$ cat config.mk
export PLATFORM = sky130hd
export DESIGN_NAME = terrain_render
export DESIGN_NICKNAME = d
export VERILOG_FILES = /design/src/rtl/terrain_pkg.sv /design/src/rtl/terrain_render.sv
export SDC_FILE = /design/constraint.sdc
export NUM_CORES = 1
export LEC_CHECK = 0
export BUFFER_PORTS_ARGS = -buffer_cell sky130_fd_sc_hd__buf_2
export CAP_MARGIN = 30
export CORE_ASPECT_RATIO = 1.2
export CORE_UTILIZATION = 49
export CTS_CLUSTER_DIAMETER = 40
export CTS_CLUSTER_SIZE = 20
export DETAILED_ROUTE_END_ITERATION = 6
export GPL_ROUTABILITY_DRIVEN = 0
export HOLD_SLACK_MARGIN = 0.15
export PLACE_DENSITY = 0.75
export SLEW_MARGIN = 25
export SYNTH_ARGS = -nofsm -noshare
export SYNTH_HDL_FRONTEND = slang
export SYNTH_SLANG_ARGS = --single-unit
$ cat constraint.sdc
create_clock -name clock -period 2.3 [get_ports clock]
set_input_delay 0.69 -clock clock [delete_from_list [all_inputs] [get_ports clock]]
set_output_delay 0.69 -clock clock [all_outputs]
set_load 0.005 [all_outputs]
$ cat src/rtl/terrain_pkg.sv
// terrain_pkg: shared constants, render state encoding and pixel helpers
// for the terrain renderer.
package terrain_pkg;

    localparam int unsigned SCREEN_W = 160;
    localparam int unsigned SCREEN_H = 120;

    localparam int unsigned ADDR_W = 10;
    localparam int unsigned DATA_W = 9;

    localparam logic [2:0] COL_SKY     = 3'b000;
    localparam logic [2:0] COL_GROUND  = 3'b010;
    localparam logic [2:0] COL_SURFACE = 3'b111;

    typedef enum logic [2:0] {
        IDLE,
        READ,
        WAIT,
        DRAW,
        FIN
    } render_state_t;

    // Heights above the window clamp to a full-height column.
    function automatic logic [6:0] clamp_height(input logic [DATA_W-1:0] q);
        if (q >= DATA_W'(SCREEN_H))
            return 7'(SCREEN_H);
        return q[6:0];
    endfunction

    // First ground row of a column with clamped height hc.
    function automatic logic [7:0] ground_top(input logic [6:0] hc);
        return 8'(SCREEN_H) - {1'b0, hc};
    endfunction

    function automatic logic on_ground(input logic [6:0] row, input logic [6:0] hc);
        return {1'b0, row} >= ground_top(hc);
    endfunction

    function automatic logic on_surface(input logic [6:0] row, input logic [6:0] hc);
        return (hc != 7'd0) && ({1'b0, row} == ground_top(hc));
    endfunction

endpackage

$ cat src/rtl/terrain_render.sv
// terrain_render: sweeps the 160x120 window column by column on each frame
// tick, reading one height per column from the terrain RAM and plotting sky
// or ground for every pixel through the VGA adapter write port.
// Optional build macro: TERRAIN_SURFACE_HIGHLIGHT_EN (top ground pixel of
// each non-empty column drawn in SURFACE_COLOUR).
module terrain_render
    import terrain_pkg::*;
#(
    parameter logic [ADDR_W-1:0] X_BASE         = 10'd0,
    parameter logic [2:0]        SKY_COLOUR     = COL_SKY,
    parameter logic [2:0]        GROUND_COLOUR  = COL_GROUND,
    parameter logic [2:0]        SURFACE_COLOUR = COL_SURFACE
) (
    input  logic              clock,
    input  logic              reset,
    input  logic              start,
    output logic              busy,
    output logic              done,
    output logic [ADDR_W-1:0] ram_addr,
    input  logic [DATA_W-1:0] ram_q,
    output logic [7:0]        x,
    output logic [6:0]        y,
    output logic [2:0]        colour,
    output logic              plot
);

`ifdef TERRAIN_SURFACE_HIGHLIGHT_EN
    localparam bit HIGHLIGHT = 1'b1;
`else
    localparam bit HIGHLIGHT = 1'b0;
`endif

    render_state_t     r_state, w_state_next;
    logic [7:0]        r_col, w_col_next;
    logic [6:0]        r_row, w_row_next;
    logic [6:0]        r_hc, w_hc_next;
    logic [2:0]        w_colour;
    logic [ADDR_W-1:0] w_addr_next;

    // State register.
    always_ff @(posedge clock or negedge reset) begin
        if (!reset)
            r_state <= IDLE;
        else
            r_state <= w_state_next;
    end

    // Next state, counters, height latch and the pixel that the next state will show.
    always_comb begin
        w_state_next = r_state;
        w_col_next   = r_col;
        w_row_next   = r_row;
        w_hc_next    = r_hc;
        case (r_state)
            IDLE: begin
                if (start) begin
                    w_state_next = READ;
                    w_col_next   = '0;
                end
            end
            READ: w_state_next = WAIT;
            WAIT: begin
                w_hc_next    = clamp_height(ram_q);
                w_row_next   = '0;
                w_state_next = DRAW;
            end
            DRAW: begin
                if (r_row < 7'(SCREEN_H - 1)) begin
                    w_row_next = r_row + 7'd1;
                end else if (r_col < 8'(SCREEN_W - 1)) begin
                    w_col_next   = r_col + 8'd1;
                    w_state_next = READ;
                end else begin
                    w_state_next = FIN;
                end
            end
            FIN:     w_state_next = IDLE;
            default: w_state_next = IDLE;
        endcase

        w_colour = SKY_COLOUR;
        if (HIGHLIGHT && on_surface(w_row_next, w_hc_next))
            w_colour = SURFACE_COLOUR;
        else if (on_ground(w_row_next, w_hc_next))
            w_colour = GROUND_COLOUR;

        // Address only moves on entry to READ, so it is stable through WAIT and DRAW.
        w_addr_next = ram_addr;
        if (w_state_next == READ)
            w_addr_next = X_BASE + ADDR_W'(w_col_next);
    end

    // Counters and registered outputs; outputs track the state being entered.
    always_ff @(posedge clock or negedge reset) begin
        if (!reset) begin
            r_col    <= '0;
            r_row    <= '0;
            r_hc     <= '0;
            ram_addr <= X_BASE;
            x        <= '0;
            y        <= '0;
            colour   <= SKY_COLOUR;
            plot     <= 1'b0;
            busy     <= 1'b0;
            done     <= 1'b0;
        end else begin
            r_col    <= w_col_next;
            r_row    <= w_row_next;
            r_hc     <= w_hc_next;
            ram_addr <= w_addr_next;
            x        <= w_col_next;
            y        <= w_row_next;
            colour   <= w_colour;
            plot     <= (w_state_next == DRAW);
            busy     <= (w_state_next inside {READ, WAIT, DRAW});
            done     <= (w_state_next == FIN);
        end
    end

endmodule

**Word-level counts from Yosys, hierarchy flattened**

Cells that the tools add are included.

- Register bits after elaboration: 39
- Bits of input ports: 12

- Reductions and logical operators: 2
- Equality and inequality tests: 7
- Add/subtract/negate cells: 3
- Magnitude comparators: 4
- Multiplexer cells: 16

Operators by type and width:

| operator | count |
|---|---|
| $mux W7 | 4 |
| $mux W8 | 3 |
| $pmux W8 S2 | 1 |
| $pmux W7 S2 | 1 |
| $eq A3 B2 Y1 const B | 4 |
| $pmux W3 S4 | 1 |
| $ge A9 B7 Y1 const B | 1 |
| $mux W3 | 3 |
| $add A8 B1 Y8 const B | 1 |
| $ge A7 B8 Y1 | 1 |
| $lt A8 B8 Y1 const B | 1 |
| $sub A7 B7 Y8 const A | 1 |
| $add A7 B1 Y7 const B | 1 |
| $lt A7 B7 Y1 const B | 1 |
| $eq A3 B1 Y1 const B | 2 |
| $eq A3 B3 Y1 const B | 1 |
| $logic_not A3 Y1 | 1 |
| $reduce_bool A3 Y1 | 1 |
| $mux W1 | 2 |
| $mux W2 | 1 |

**Logic depth before layout (Yosys ltp)**

- Word-level depth: 8
- Mapped depth: 13
- Gate-level depth less buffers: 12

**Worst setup path before layout**

Ideal clock, no wire load.

- Kind: input -> register
- Start point: input port ram_q[8]
- End point: register colour[1]
- Setup slack: -0.138 ns
- Buffers on the path: 0
- Stages on the path: 11
- Arrival time: 2.361 ns
- Cells stage by stage: nor2_1 > and2_1 > nand3_1 > and2_1 > ha_1 > a21oi_1 > xor2_1 > ha_1 > nand3_1 > o211a_1 > a21oi_1

- Cells in the longest elaborated chain, start to end: 8

RTL lines:

| item | RTL line | source |
|---|---|---|
| start: declaration | terrain_render.sv:20 | `input logic [DATA_W-1:0] ram_q,` |
| $ge A9 B7 Y1 | terrain_pkg.sv:25 | `if (q >= DATA_W'(SCREEN_H))` |
| $mux W1 | terrain_pkg.sv:25 |  |
| $mux W1 | terrain_render.sv:54 | `case (r_state)` |
| $mux W7 | terrain_pkg.sv:27 | `return q[6:0];` |
| $mux W7 | terrain_render.sv:54 |  |
| $sub A7 B7 Y8 | terrain_pkg.sv:32 | `return 8'(SCREEN_H) - {1'b0, hc};` |
| $ge A7 B8 Y1 | terrain_pkg.sv:36 | `return {1'b0, row} >= ground_top(hc);` |
| $mux W2 | terrain_render.sv:84 | `else if (on_ground(w_row_next, w_hc_next))` |
| net w_colour[1] | terrain_render.sv:37 | `logic [2:0] w_colour;` |
| end signal: assignment | terrain_render.sv:113 | `colour <= w_colour;` |
| end: declaration | terrain_render.sv:23 | `output logic [2:0] colour,` |

The timed path passes the listed nets, and every way through them passes these cells. The select of a mux whose other input is x is not followed.
A chain may end at the register's enable or synchronous reset.

**Final worst setup path**

- Start point: register r_state[0]
- End point: register colour[1]

- Cells in the longest elaborated chain, start to end: 5
- Elaborated cells between the ends (all ways): 7
- Classes of those cells: 1 x add/sub; 1 x order compare; 2 x eq/ne; 3 x mux

RTL lines:

| item | RTL line | source |
|---|---|---|
| start: declaration | terrain_render.sv:33 | `render_state_t r_state, w_state_next;` |
| start signal: assignment | terrain_render.sv:45 | `r_state <= w_state_next;` |
| $eq A3 B2 Y1 | terrain_render.sv:54 |  |
| $mux W7 | terrain_render.sv:54 |  |
| $sub A7 B7 Y8 | terrain_pkg.sv:32 |  |
| $ge A7 B8 Y1 (*) | terrain_pkg.sv:36 |  |
| $mux W2 (*) | terrain_render.sv:84 |  |
| net w_colour[1] | terrain_render.sv:37 |  |

The timed path passes the listed nets; every way through them passes the cells marked *.

==> run_results.csv <==
group,metric,value,unit
synth,yosysWarningCount,0,
setup_path,start_kind,"register",
global_route,grt_antenna_before_repair,0,
synth,synth.ff_latch_count,37,
sta,finalHoldViolations,0,
synth,yosys_most_used_dff,"sky130_fd_sc_hd__dfrtp_1",
floorplan,dieWidth,62.1,um
final_layout,nNetsFinal,311,
setup_path,timing.critical_path.slowest_stage_cell,"sky130_fd_sc_hd__or3b_4",
synth,syn_inst,219,
clocking,clk_latency,0.29,ns
placed_design,post_dp_cell_area,2600,um^2
global_route,pin_count_of_the_biggest_net_entering_global_routing,38,
floorplan,die_span_in_y,74.2,um
final_layout,design_area,2740,um^2
sta,setup_violations,0,
power,p_sw_frac,0.233,
setup_path,crit_chain,"or3b_4 -> nand2_2 -> and2_4 -> ha_4 -> a21oi_2 -> xor2_1 -> ha_1 -> nand3_1 -> o211a_1 -> a21oi_1",
setup_path,worstPathBufferInverterCount,0,
sta,worst_slack,0.0192,ns
sta,rsz0062_at_grt,"yes",
routing,postRouteAntennaNets,0,
setup_path,critical_path.max_stage_delay,0.45,ns
setup_path,worstSetupEndpointType,"register",
synth,synth_seq_area_share,0.435,
sta,min_period_over_period,0.992,
synth,netlist_cell_types,49,
placed_design,detailed_place_hpwl,3460,um
global_route,gr-total-overflow,0,
setup_path,critical_path_s_top_delay_family,"simple AND/OR/NAND/NOR gates",
clocking,numCtsBuffers,5,
clocking,cts.root.buffer_cell,"sky130_fd_sc_hd__clkbuf_8",
placed_design,pre_cts_slack,-0.213,ns
floorplan,rows,25,
sta,achievable-frequency,438,MHz
clocking,clkSinkCount,37,
final_layout,antenna_cells_inserted,0,
power,power.share.clock,0.368,
power,cell_internal_pwr,0.956,mW
power,sequentialPowerShare,0.532,
final_layout,layout_common_cells,"sky130_fd_sc_hd__buf_2 (38), sky130_fd_sc_hd__dfrtp_1 (34), sky130_fd_sc_hd__buf_4 (34), sky130_fd_sc_hd__nand2_1 (21)",
synth,synth_async_sr_flop_share,1.00,
routing,post_drt_wl_per_cell,13.2,um
power,irDropWorstVdd,374,uV
synth,postSynthAreaPerCell,9.71,um^2
power,powerDensity,455,nW/um^2
run_status,status,"completed",
setup_path,crit_type,"register to register",
floorplan,initial_core_util,0.527,
synth,synth_enable_flop_cells,0,
setup_path,critical_path_required,2.51,ns
final_layout,layout-area-overhead-vs-synth,28.8,%
clocking,clk_path_buf_depth,2,
placed_design,port-buffer-count,38,
final_layout,layout-drive-gt1-share,0.391,
power,leakage,1.30,nW
sta,report.final.slew_viol_count,0,
routing,initial_drt_pass_iterations,4,
routing,detail_route.wirelength,4530,um
routing,detail_route.vias_per_cell,5.32,
floorplan,design.die.area,4610,um^2
power,power.net_switching,0.290,mW
global_route,grt_first_pass_wirelength,7580,um
global_route,grt.total_usage,0.213,
setup_path,cp_max_fo,6,
clocking,cts_tree,"done",
setup_path,cp_data_arrival_time,2.49,ns
sta,final.min_clock_period,2.28,ns
floorplan,pin_count,43,
sta,finClkSkew,0.00664,ns
clocking,cts-htree-levels,2,
run,drv.max_cap_violation_count,0,
routing,route.vias.total,1825,
clocking,clock_pin_transition_on_the_worst_setup_and_hold_timing_paths,0.07,ns
final_layout,mostFrequentLayoutCell,"sky130_fd_sc_hd__buf_2",
synth,synth_area,2130,um^2
routing,drc_violation_count_after_routing,0,
power,share_comb_of_total_power,0.100,
min_path,hold_class,"input pin to asynchronous set/reset pin",
floorplan,coreArea,4040,um^2
routing,detail_route.iter0.violations,65,
global_route,first_global_vias,1807,
## power groups by stage
| stage | clock network, mW | logic [mW] | registers (mW) |
|---|---|---|---|
| 3_5_place_dp | 0 | 0.123 | 0.675 |
| 2_1_floorplan | 0 | 0.0653 | 0.675 |
| 4_1_cts | 0.472 | 0.124 | 0.662 |
| 5_1_grt | 0.503 | 0.139 | 0.663 |
| 6_report | 0.458 | 0.125 | 0.663 |
| 3_3_place_gp | 0 | 0.120 | 0.675 |
## per-stage QoR
step / setup TNS, ns / utilization / hold slack, ns / power, mW / cells
floorplan: 0 / - / 0.394 / 0.740 / 222
global placement: -0.172 / 0.645 / 0.484 / 0.795 / 334
detailed placement: -0.213 / 0.645 / 0.490 / 0.798 / 334
CTS: 0 / 0.669 / 0.443 / 1.26 / 342
global route: -0.0336 / 0.679 / 0.470 / 1.30 / 343
finish: 0 / 0.679 / 0.435 / 1.25 / 343
## registers in the layout, indices dropped and copies added (netlist names)
name      flops
busy          1
r_state       3
r_hc          7
ram_addr      8
r_row         7
r_col         8
done          1
colour        1
plot          1
## routing by layer
layer / GRT usage / routed length (um) / part of all wire
met5: 0 / 0 / 0
met4: 0.132 / 117 / 0.026
met3: 0.0506 / 178 / 0.039
met2: 0.363 / 2320 / 0.51
met1: 0.248 / 1900 / 0.42
## worst register-to-register path: cells and delay by family, from the launching register on
family / cells / cell delay [ns]
adder cells (fa/ha/maj): 2 / 0.45
AO/OA/AOI/OAI: 3 / 0.39
flip-flops: 1 / 0.44
XOR/XNOR: 1 / 0.14
AND/OR/NAND/NOR: 4 / 0.77
## kinds of logic (layout without fill, tap and decap cells)
kind of cell    Yosys count  in the layout  synth area share
xor+xnor                  5              5            0.0206
compound gates           45             45             0.146
other cells               1              4           0.00176
fa+ha+maj                10             10            0.0588
flops                    37             37             0.435
simple gates             84             84             0.211
buf+inv                  23             90            0.0559
mux                      14             14            0.0706
## cell usage after synthesis (2+ instances only)
cell type | instances | area [um^2]
sky130_fd_sc_hd__inv_1 | 11 | 41.3
sky130_fd_sc_hd__a22o_1 | 4 | 35.0
sky130_fd_sc_hd__o21ai_0 | 8 | 40.0
sky130_fd_sc_hd__nor2_1 | 11 | 41.3
sky130_fd_sc_hd__and3_1 | 2 | 12.5
sky130_fd_sc_hd__o21ai_1 | 2 | 10.0
sky130_fd_sc_hd__xor2_1 | 3 | 26.3
sky130_fd_sc_hd__o31ai_1 | 2 | 15.0
sky130_fd_sc_hd__a311oi_1 | 2 | 17.5
sky130_fd_sc_hd__nor3_1 | 9 | 45.0
sky130_fd_sc_hd__dfrtp_1 | 37 | 926
sky130_fd_sc_hd__clkbuf_1 | 3 | 11.3
sky130_fd_sc_hd__nand2b_1 | 3 | 18.8
sky130_fd_sc_hd__nand2_1 | 24 | 90.1
sky130_fd_sc_hd__ha_1 | 10 | 125
sky130_fd_sc_hd__buf_4 | 6 | 45.0
sky130_fd_sc_hd__xnor2_1 | 2 | 17.5
sky130_fd_sc_hd__o22ai_1 | 2 | 12.5
sky130_fd_sc_hd__nand3b_1 | 3 | 22.5
sky130_fd_sc_hd__mux2i_1 | 6 | 60.1
sky130_fd_sc_hd__or3_1 | 2 | 12.5
sky130_fd_sc_hd__and2_1 | 2 | 12.5
sky130_fd_sc_hd__nand3_1 | 14 | 70.1
sky130_fd_sc_hd__mux2_2 | 8 | 90.1
sky130_fd_sc_hd__a21oi_1 | 15 | 75.1
sky130_fd_sc_hd__nand4_1 | 4 | 25.0
sky130_fd_sc_hd__buf_2 | 2 | 10.0
## worst paths after layout
check                            start          end  slack, ns  cells after the start
setup / recovery            r_state[0]    colour[1]       0.02                     10
hold / removal                   reset     r_col[1]       0.43                      2
setup reg to reg            r_state[0]    colour[1]       0.02                     10
hold reg to reg            ram_addr[3]  ram_addr[3]       0.50                      1
max in group asynchronous        reset   r_state[1]       1.52                      2
min in group clock         ram_addr[3]  ram_addr[3]       0.50                      1
## repair_timing
item | CTS | global route
buffers inserted | 1 | 1
gates resized for setup | 0 | 9
pin swaps | 1 | 4
hold buffers | 0 | 0
setup endpoints to repair | 1 | 1
## area by class of cell
class	instances	area [um^2]
multi-input cells	162	1160
inverters	11	41.3
fillers	331	1300
repair buffers	72	445
clock inverters	1	7.51
well taps	54	67.6
flip-flops and latches	37	930
clock buffers	6	82.6
Note: power is estimated with default switching activity, not from simulation.
